<file path="src/rtl/reg_file_alu_pkg.sv">
// Shared types for the reg_file_alu instruction sequencer: instruction kinds,
// controller states, the default instruction layout and the ALU op codes.
package reg_file_alu_pkg;

  typedef enum logic [1:0] {
    K_NOP = 2'b00,
    K_LDI = 2'b01,
    K_ALU = 2'b10,
    K_RD  = 2'b11
  } kind_e;

  typedef enum logic [1:0] {
    S_IDLE = 2'b00,
    S_EXEC = 2'b01,
    S_RESP = 2'b10
  } state_e;

  localparam int DEF_ADDR_W = 4;
  localparam int DEF_DATA_W = 2 * DEF_ADDR_W;

  localparam logic [1:0] ALU_AND = 2'b00;
  localparam logic [1:0] ALU_OR  = 2'b01;
  localparam logic [1:0] ALU_ADD = 2'b10;
  localparam logic [1:0] ALU_SUB = 2'b11;

  // Immediate for LDI occupies the ra1/ra2 fields together.
  typedef struct packed {
    kind_e                 kind;
    logic [1:0]            aluctl;
    logic [DEF_ADDR_W-1:0] wa;
    logic [DEF_ADDR_W-1:0] ra1;
    logic [DEF_ADDR_W-1:0] ra2;
  } instr_t;

  function automatic logic writesReg(input kind_e kind);
    return (kind == K_LDI) || (kind == K_ALU);
  endfunction

endpackage

</file>
<file path="src/rtl/reg_file_alu_ctrl.sv">
// Single-issue sequencer for the reg_file_alu datapath: accepts one instruction,
// drives the reg-file/ALU controls through the settle window, commits, returns the result.
module reg_file_alu_ctrl #(
  parameter int ADDR_W        = 4,
  parameter int DATA_W        = 8,
  parameter int SETTLE_CYCLES = 1,
  parameter int CNT_W         = 16
) (
  input  logic                    clk,
  input  logic                    reset,
  input  logic                    instr_valid,
  output logic                    instr_ready,
  input  logic [4+3*ADDR_W-1:0]   instr,
  output logic                    res_valid,
  input  logic                    res_ready,
  output logic [DATA_W-1:0]       res_data,
  output logic [ADDR_W-1:0]       res_wa,
  output logic                    busy,
  output logic [CNT_W-1:0]        retired_count,
  output logic [ADDR_W-1:0]       rf_RA1,
  output logic [ADDR_W-1:0]       rf_RA2,
  output logic [ADDR_W-1:0]       rf_WA,
  output logic [DATA_W-1:0]       rf_external_data_in,
  output logic                    rf_RegWrite,
  output logic                    rf_ALUSrc,
  output logic [1:0]              rf_ALUControl,
  input  logic [DATA_W-1:0]       rf_ALUResult
);
  import reg_file_alu_pkg::*;

  localparam int INSTR_W = 4 + 3 * ADDR_W;
  localparam int SC_W    = (SETTLE_CYCLES > 1) ? $clog2(SETTLE_CYCLES + 1) : 1;

  generate
    if (SETTLE_CYCLES < 1) begin : g_badSettle
      $error("reg_file_alu_ctrl: SETTLE_CYCLES must be at least 1");
    end
    if (DATA_W != 2 * ADDR_W) begin : g_badWidth
      $error("reg_file_alu_ctrl: DATA_W must equal 2*ADDR_W");
    end
  endgenerate

  state_e               r_state;
  logic [INSTR_W-1:0]   r_instrQ;
  logic [SC_W-1:0]      r_settleCnt;
  logic [DATA_W-1:0]    r_resData;
  logic [ADDR_W-1:0]    r_resWa;
  logic [CNT_W-1:0]     r_retired;
  logic                 r_resValid;
  logic                 r_regWrite;

  kind_e                w_kind;
  kind_e                w_newKind;
  logic [1:0]           w_aluCtl;
  logic [ADDR_W-1:0]    w_wa;
  logic [ADDR_W-1:0]    w_ra1;
  logic [ADDR_W-1:0]    w_ra2;
  logic                 w_lastSettle;

  assign w_kind       = kind_e'(r_instrQ[INSTR_W-1 -: 2]);
  assign w_newKind    = kind_e'(instr[INSTR_W-1 -: 2]);
  assign w_aluCtl     = r_instrQ[INSTR_W-3 -: 2];
  assign w_wa         = r_instrQ[3*ADDR_W-1 -: ADDR_W];
  assign w_ra1        = r_instrQ[2*ADDR_W-1 -: ADDR_W];
  assign w_ra2        = r_instrQ[ADDR_W-1:0];
  assign w_lastSettle = (SETTLE_CYCLES == 1);

  // The write-enable is registered one cycle ahead so it is high exactly in the
  // final settle cycle, letting the reg file capture on the edge that leaves EXEC.
  always_ff @(posedge clk or negedge reset) begin
    if (!reset) begin
      r_state     <= S_IDLE;
      r_instrQ    <= '0;
      r_settleCnt <= '0;
      r_resData   <= '0;
      r_resWa     <= '0;
      r_retired   <= '0;
      r_resValid  <= 1'b0;
      r_regWrite  <= 1'b0;
    end else begin
      case (r_state)
        S_IDLE: begin
          if (instr_valid) begin
            r_instrQ <= instr;
            if (w_newKind == K_NOP) begin
              r_retired <= r_retired + 1'b1;
            end else begin
              r_settleCnt <= SC_W'(SETTLE_CYCLES - 1);
              r_regWrite  <= w_lastSettle && writesReg(w_newKind);
              r_state     <= S_EXEC;
            end
          end
        end
        S_EXEC: begin
          if (r_settleCnt == '0) begin
            r_regWrite <= 1'b0;
            r_resData  <= rf_ALUResult;
            r_resWa    <= (w_kind == K_RD) ? w_ra1 : w_wa;
            r_resValid <= 1'b1;
            r_state    <= S_RESP;
          end else begin
            r_settleCnt <= r_settleCnt - 1'b1;
            r_regWrite  <= (r_settleCnt == SC_W'(1)) && writesReg(w_kind);
          end
        end
        S_RESP: begin
          if (res_ready) begin
            r_resValid <= 1'b0;
            r_retired  <= r_retired + 1'b1;
            r_state    <= S_IDLE;
          end
        end
        default: begin
          r_state    <= S_IDLE;
          r_resValid <= 1'b0;
          r_regWrite <= 1'b0;
        end
      endcase
    end
  end

  // Datapath controls come straight from the latched instruction so they never glitch.
  assign rf_RA1              = w_ra1;
  assign rf_RA2              = w_ra2;
  assign rf_WA               = w_wa;
  assign rf_external_data_in = r_instrQ[DATA_W-1:0];
  assign rf_ALUSrc           = (w_kind == K_LDI);
  assign rf_ALUControl       = w_aluCtl;
  assign rf_RegWrite         = r_regWrite;

  assign instr_ready   = (r_state == S_IDLE);
  assign busy          = (r_state != S_IDLE);
  assign res_valid     = r_resValid;
  assign res_data      = r_resData;
  assign res_wa        = r_resWa;
  assign retired_count = r_retired;

endmodule

</file>
<file path="config.mk">
export PLATFORM = sky130hd
export DESIGN_NAME = reg_file_alu_ctrl
export DESIGN_NICKNAME = d
export VERILOG_FILES = /design/src/rtl/reg_file_alu_pkg.sv /design/src/rtl/reg_file_alu_ctrl.sv
export SDC_FILE = /design/constraint.sdc
export NUM_CORES = 1
export LEC_CHECK = 0
export BUFFER_PORTS_ARGS = -buffer_cell sky130_fd_sc_hd__clkbuf_2
export CAP_MARGIN = 20
export CORE_ASPECT_RATIO = 1.75
export CORE_MARGIN = 2
export CORE_UTILIZATION = 40
export CTS_BUF_LIST = sky130_fd_sc_hd__clkbuf_2
export DETAILED_ROUTE_END_ITERATION = 16
export PLACE_DENSITY_LB_ADDON = 0.1
export SETUP_SLACK_MARGIN = 0.5
export SKIP_CTS_REPAIR_TIMING = 1
export SYNTH_ARGS = -nofsm -noshare
export SYNTH_HDL_FRONTEND = slang
export SYNTH_SLANG_ARGS = --single-unit
export TNS_END_PERCENT = 50
</file>
<file path="constraint.sdc">
create_clock -name clk -period 2.1 [get_ports clk]
set_input_delay 0.21 -clock clk [delete_from_list [all_inputs] [get_ports clk]]
set_output_delay 0.21 -clock clk [all_outputs]
set_load 0.02 [all_outputs]
</file>
Yosys cells after proc, flatten, opt, wreduce, memory -nomap -nowiden
Index checks and enable logic that the tools add are counted.

operators by class
  add/sub/neg operators = 2
  equality and inequality tests = 12
  mux-type cells = 21
  bitwise operators = 3
  reductions and logical operators = 15

operator list
  operator                 number
  $mux W16                 3
  $pmux W16 S2             1
  $add A16 B1 Y16 const B  1
  $reduce_and A3 Y1        3
  $eq A2 B2 Y1 const B     4
  $mux W1                  8
  $mux W2                  4
  $ne A2 B2 Y1 const B     4
  $reduce_and A4 Y1        2
  $eq A2 B1 Y1 const B     3
  $pmux W1 S3              2
  $pmux W2 S3              1
  $reduce_bool A2 Y1       3
  $logic_not A2 Y1         2
  $mux W4                  1
  $reduce_and A2 Y1        2
  $not A1 Y1               3
  $logic_or A1 B1 Y1       2
  $ne A2 B1 Y1 const B     1
  $pmux W1 S2              1
  $logic_and A1 B1 Y1      1
  $sub A1 B1 Y1 const B    1

word-level totals
  register bits = 49
  bits of input ports = 28
  output and inout port bits = 55
  logic and storage cells = 61

Logic depth before layout (Yosys ltp)
  depth in word-level cells = 5
  gate-level depth with buffers = 6
  depth with buffers taken out = 6

Worst setup path after synthesis
No wires, ideal clock.

  kind = reg-to-reg
  start point = reg r_state[0]
  end point = reg r_instrQ[10]
  library setup time = 0.125 ns
  data arrival time = 1.429 ns
  required time = 1.975 ns
  slack = 0.545 ns
  cell stages (with the launch flop) = 6
  path buffers = 2
  period minus slack after synthesis = 1.555 ns
  cell sequence = dfrtp_1 nor2_2 and2_4 buf_6 buf_12 mux2_4

on the way
  cells in the longest elaborated chain, start to end = 2

RTL lines
  element                             line                      source
  start: declaration                  reg_file_alu_ctrl.sv:43   state_e r_state;
  start signal: assignment            reg_file_alu_ctrl.sv:72   r_state <= S_IDLE;
  start signal: assignment            reg_file_alu_ctrl.sv:90   r_state <= S_EXEC;
  start signal: assignment            reg_file_alu_ctrl.sv:100  r_state <= S_RESP;
  $logic_not A2 Y1                    n/a
  via instr_ready                     reg_file_alu_ctrl.sv:12   output logic instr_ready,
  $reduce_and A2 Y1 (no source line)  n/a
  end signal: assignment              reg_file_alu_ctrl.sv:84   r_instrQ <= instr;
  end: declaration                    reg_file_alu_ctrl.sv:44   logic [INSTR_W-1:0] r_instrQ;

The timed path passes the listed nets, and every way through them passes these cells.
A chain may end at the register's enable or synchronous reset.

Final worst setup path
  start point = reg r_state[1]
  end point = reg r_retired[10] (netlist: retired_count[10])

on the way
  cells in the longest elaborated chain, start to end = 3
  elaborated cells between the ends (all ways) = 8
  those cells by class = eq/ne (4); mux (1); reduce/logical (3)

RTL lines
  element                                                  line                      source
  $eq A2 B2 Y1 / $logic_not A2 Y1 (equally long branches)  reg_file_alu_ctrl.sv:81   case (r_state)
  $ne A2 B2 Y1 (no source line) (tied with other cells)    n/a
  $reduce_and A4 Y1 (no source line)                       n/a
  end signal: assignment                                   reg_file_alu_ctrl.sv:86   r_retired <= r_retired + 1'b1;
  end signal: assignment                                   reg_file_alu_ctrl.sv:109  r_retired <= r_retired + 1'b1;
  end: declaration                                         reg_file_alu_ctrl.sv:48   logic [CNT_W-1:0] r_retired;

Several ways; a longest one is shown, not always the timed one.

==> results by stage <==
Logic synthesis:
- The synthesized design contains 48 register bits.
- For this run, the number of Yosys warnings is 0.
- In the post-synthesis netlist, the cell with the most instances is dfrtp_1.
- After synthesis, flip-flops and latches occupy 54.1% of the total area.
- Among all flip-flop cells after synthesis, the most frequent one is dfrtp_1.
- The cell accounting for the most synthesized area is dfrtp_1.
- The count of flip-flops with a built-in enable after synthesis is 0.
- After synthesis, the netlist uses 30 different library cells.
- The count of mapped cells out of synthesis is 169.
- The synthesized netlist occupies a cell area of 2220 sq um.
- The commonest cells after synthesis are 48 x dfrtp_1, 23 x buf_4, 16 x mux2_2, 12 x xnor2_1, 9 x mux2_4.
- The post-synthesis net count is 199.
- The share of the synthesized area in the top cell type is 54.1%.
- For this run, asynchronously set or reset flops after synthesis account for 100%.
- Ranked by total cell area, the synthesized netlist is headed by dfrtp_1 54%, mux2_2 8.1%, buf_4 7.8%, mux2_4 6.1%, xnor2_1 4.7%.
- A synthesized cell averages 13.1 sq um.

Cells and area:
- With fillers left out, the area of the finished cells amounts to 2860 sq um.
- Cells with a size suffix above 1 make up 48.7% of the layout.
- After the last flow step, the layout net total stands at 292.
- 0 antenna diodes ended up in the layout.
- From synthesis to final layout, the design area changed by 28.7%.
- Fill cells in the final layout number 477.

STA:
- Setup total negative slack on the finished layout was measured at 0 ns.
- Static timing analysis puts the maximum clock frequency at 0.668 GHz.
- Setup repair after global routing could not meet its margin everywhere.
- Subtracting the final worst setup slack from the clock period gives 1.50 ns.
- The clock arrives with 0.0317 ns of skew.
- The worst path setup slack after routing is 0.604 ns.
- The worst-margin pin slew is 0.605 ns.
- The number of max-slew violations in the final report was 0.
- Headroom to the max-slew limit came out at 59.7%.
- Setup violations remaining at the end of the flow were counted as 0.
- The final number of hold-violating endpoints is 0.
- The post-route clock period utilization is 71.2%.

Floorplan:
- For this configuration, the core starts out at a cell density of 41.9%.
- The core region is 5300 sq um.
- The horizontal die dimension is 60.3 um.
- The floorplan step set the die height to 103 um.
- 83 I/O pins were placed.
- The number of rows created at floorplan is 35.
- The floorplan step defined a die boundary enclosing 6190 sq um.

Clocking:
- The clock reaches the later pin of the worst-skew pair after 0.42 ns.
- In this run the deepest clock path goes through 2 buffers.
- The deepest level of the CTS H-tree is 2.
- The CTS tree is done.
- The root buffer cell is clkbuf_2.
- Counting the buffers created by CTS gives 5.
- Clock-pin slew was measured on the worst setup and hold paths at 0.26 ns.
- For this design, the sink count on the clock tree is 48.

Power:
- In this run, the clock network consumes 11.3% of the power.
- The static leakage power is 1.43 nW.
- Of the total power, the share spent switching nets is 41.4%.
- The peak supply drop is 0.455 mV.
- The power consumption is 3.35 mW.
- Combinational logic is responsible for 44.9% of the overall power.
- Sequential cells burn 43.9% of the power.
- Power spread over the standard cell area amounts to 1170 nW/um^2.
- The internal power is 1.97 mW.
- The net switching power is 1.39 mW.

Critical path:
- The worst reg2reg path startpoint is r_state[1].
- STA puts the critical path data arrival time at 1.80 ns.
- The worst register-to-register path ends at retired_count[10].
- The startpoint class of the critical path is a register.
- The slack of the worst reg-to-reg path is 0.60 ns.
- For the worst flop-to-flop path, the logic depth is 4.
- The worst setup path is captured at a register.
- Of all nets on the critical path, the largest fanout is 6.
- The worst endpoint required time is 2.41 ns.
- The worst setup path is of the register to register kind.

Run status:
- The run finished with clean final reports.

Min path:
- The worst-case hold path end point is res_valid.
- The worst hold path passes through 3 cells.
- The type of the tightest min-delay check is input pin to register.
- The startpoint identified for the worst hold timing path is res_ready.

Place:
- After detailed placement, the total cell area comes to 2530 sq um.
- The pre-CTS setup slack is 0.590 ns.
- The final weighted congestion in routability-driven placement is 0.691.
- Detailed placement finished with a half-perimeter wire length of 3060 um.
- Input and output buffers added on the ports amount to 82.

Routing:
- The vias after detailed routing is 1528.
- Using the TritonRoute via totals, the vias-per-cell ratio works out to 4.53.
- The number of nets still failing antenna checks after routing is 0.
- The pre-antenna-repair detailed-routing pass consisted of 3 iterations.
- In the final routed layout, each cell accounts on average for 13.2 um.
- The residual DRC count is 0.
- The number of violations reported at the end of detailed-routing iteration 0 is 41.
- For this block, the routed nets add up to 4460 um of wire.

GRT:
- The initial antenna violation count is 0.
- After global routing the overflow that remains totals 0.
- The wire length of the first global-routing pass is 6530 um.
- Global routing consumed, over all layers together, 14.3% of the routing resources.
- The number of global-route vias before repair came to 1347.
- Entering global routing, the biggest net connects 49 pins.

Job:
- The tool flagged a number of max-cap violations equal to 0.
[power by group through the flow]
stage,Sequential [mW],Combinational (mW),Clock (mW)
CTS,1.48,1.46,0.412
detailed placement,1.50,1.45,0
global route,1.52,1.63,0.444
finish,1.47,1.50,0.378
floorplan,1.68,0.998,0
global placement,1.49,1.44,0
[critical path, stage by stage, from the launching register on]
cell,delay (ns)
dfrtp_2,0.51
nand4bb_4,0.26
a21oi_2,0.31
nand4_1,0.15
xnor2_1,0.15
[final cells by class]
type | instances | area, sq um | share of cell area (%)
flip-flops and latches | 48 | 1200 | 42.1
repair buffers | 113 | 706 | 24.7
inverters | 3 | 11.3 | 0.394
well taps | 74 | 92.6 | 3.24
clock inverters | 3 | 18.8 | 0.656
clock buffers | 5 | 25.0 | 0.875
multi-input cells | 91 | 802 | 28.1
[metrics by stage]
| stage | instances | hold slack (ns) | util, % |
|---|---|---|---|
| 2_1_floorplan | 169 | -0.0856 | - |
| 3_3_place_gp | 300 | 0.357 | 47.7 |
| 3_5_place_dp | 300 | 0.353 | 47.7 |
| 4_1_cts | 308 | -0.178 | 48.5 |
| 5_1_grt | 337 | 0.00779 | 54.0 |
| 6_report | 337 | 0.0720 | 54.0 |
[routing by layer]
| metal | GRT usage, % | vias up | wire length (um) |
|---|---|---|---|
| li1 | - | 739 | - |
| met1 | 17.2 | 734 | 1810 |
| met2 | 23.7 | 50 | 2340 |
| met3 | 3.89 | 5 | 248 |
| met4 | 5.64 | 0 | 65 |
| met5 | 0 | - | 0 |
[cells in the final DEF, fill, tap and decap left out, types with 4 or more instances in the layout]
master	Yosys	layout
a21oi_1	4	4
buf_4	23	6
clkbuf_2	0	87
dfrtp_1	48	46
dlygate4sd3_1	0	25
mux2_2	16	16
mux2_4	9	9
mux2i_1	5	5
nand2_1	5	5
nand3_1	6	6
nand4_1	5	5
nor2_1	6	6
xnor2_1	12	12
[state kept, by name (all words and copies together), names as in the netlist]
signal and flops:
r_state 2, retired_count 16, res_data 8, res_valid 1, res_wa 4, r_instrQ 16
rf_RegWrite 1
[logic make-up after synthesis]
| logic type | after synthesis | synth area share (%) |
|---|---|---|
| flip-flops | 48 | 54.1 |
| XOR/XNOR | 15 | 5.91 |
| adder cells (fa/ha/maj) | 2 | 1.13 |
| AO/OA/AOI/OAI | 9 | 2.59 |
| multiplexers | 30 | 16.4 |
| buffers and inverters | 30 | 10.1 |
| AND/OR/NAND/NOR | 35 | 9.80 |
[how the worst max path moves through the flow]
stage | from | slack, ns | cells past startpoint | to
finish | r_state[1] | 0.60 | 4 | retired_count[10]
CTS | r_state[1] | 0.51 | 3 | busy
global route | r_state[1] | 0.49 | 4 | retired_count[7]
floorplan | r_state[0] | 0.55 | 5 | r_instrQ[10]
detailed placement | r_state[0] | 0.59 | 3 | r_instrQ[14]
global placement | r_state[0] | 0.59 | 3 | r_instrQ[14]
(Power assumes the default switching activity.)
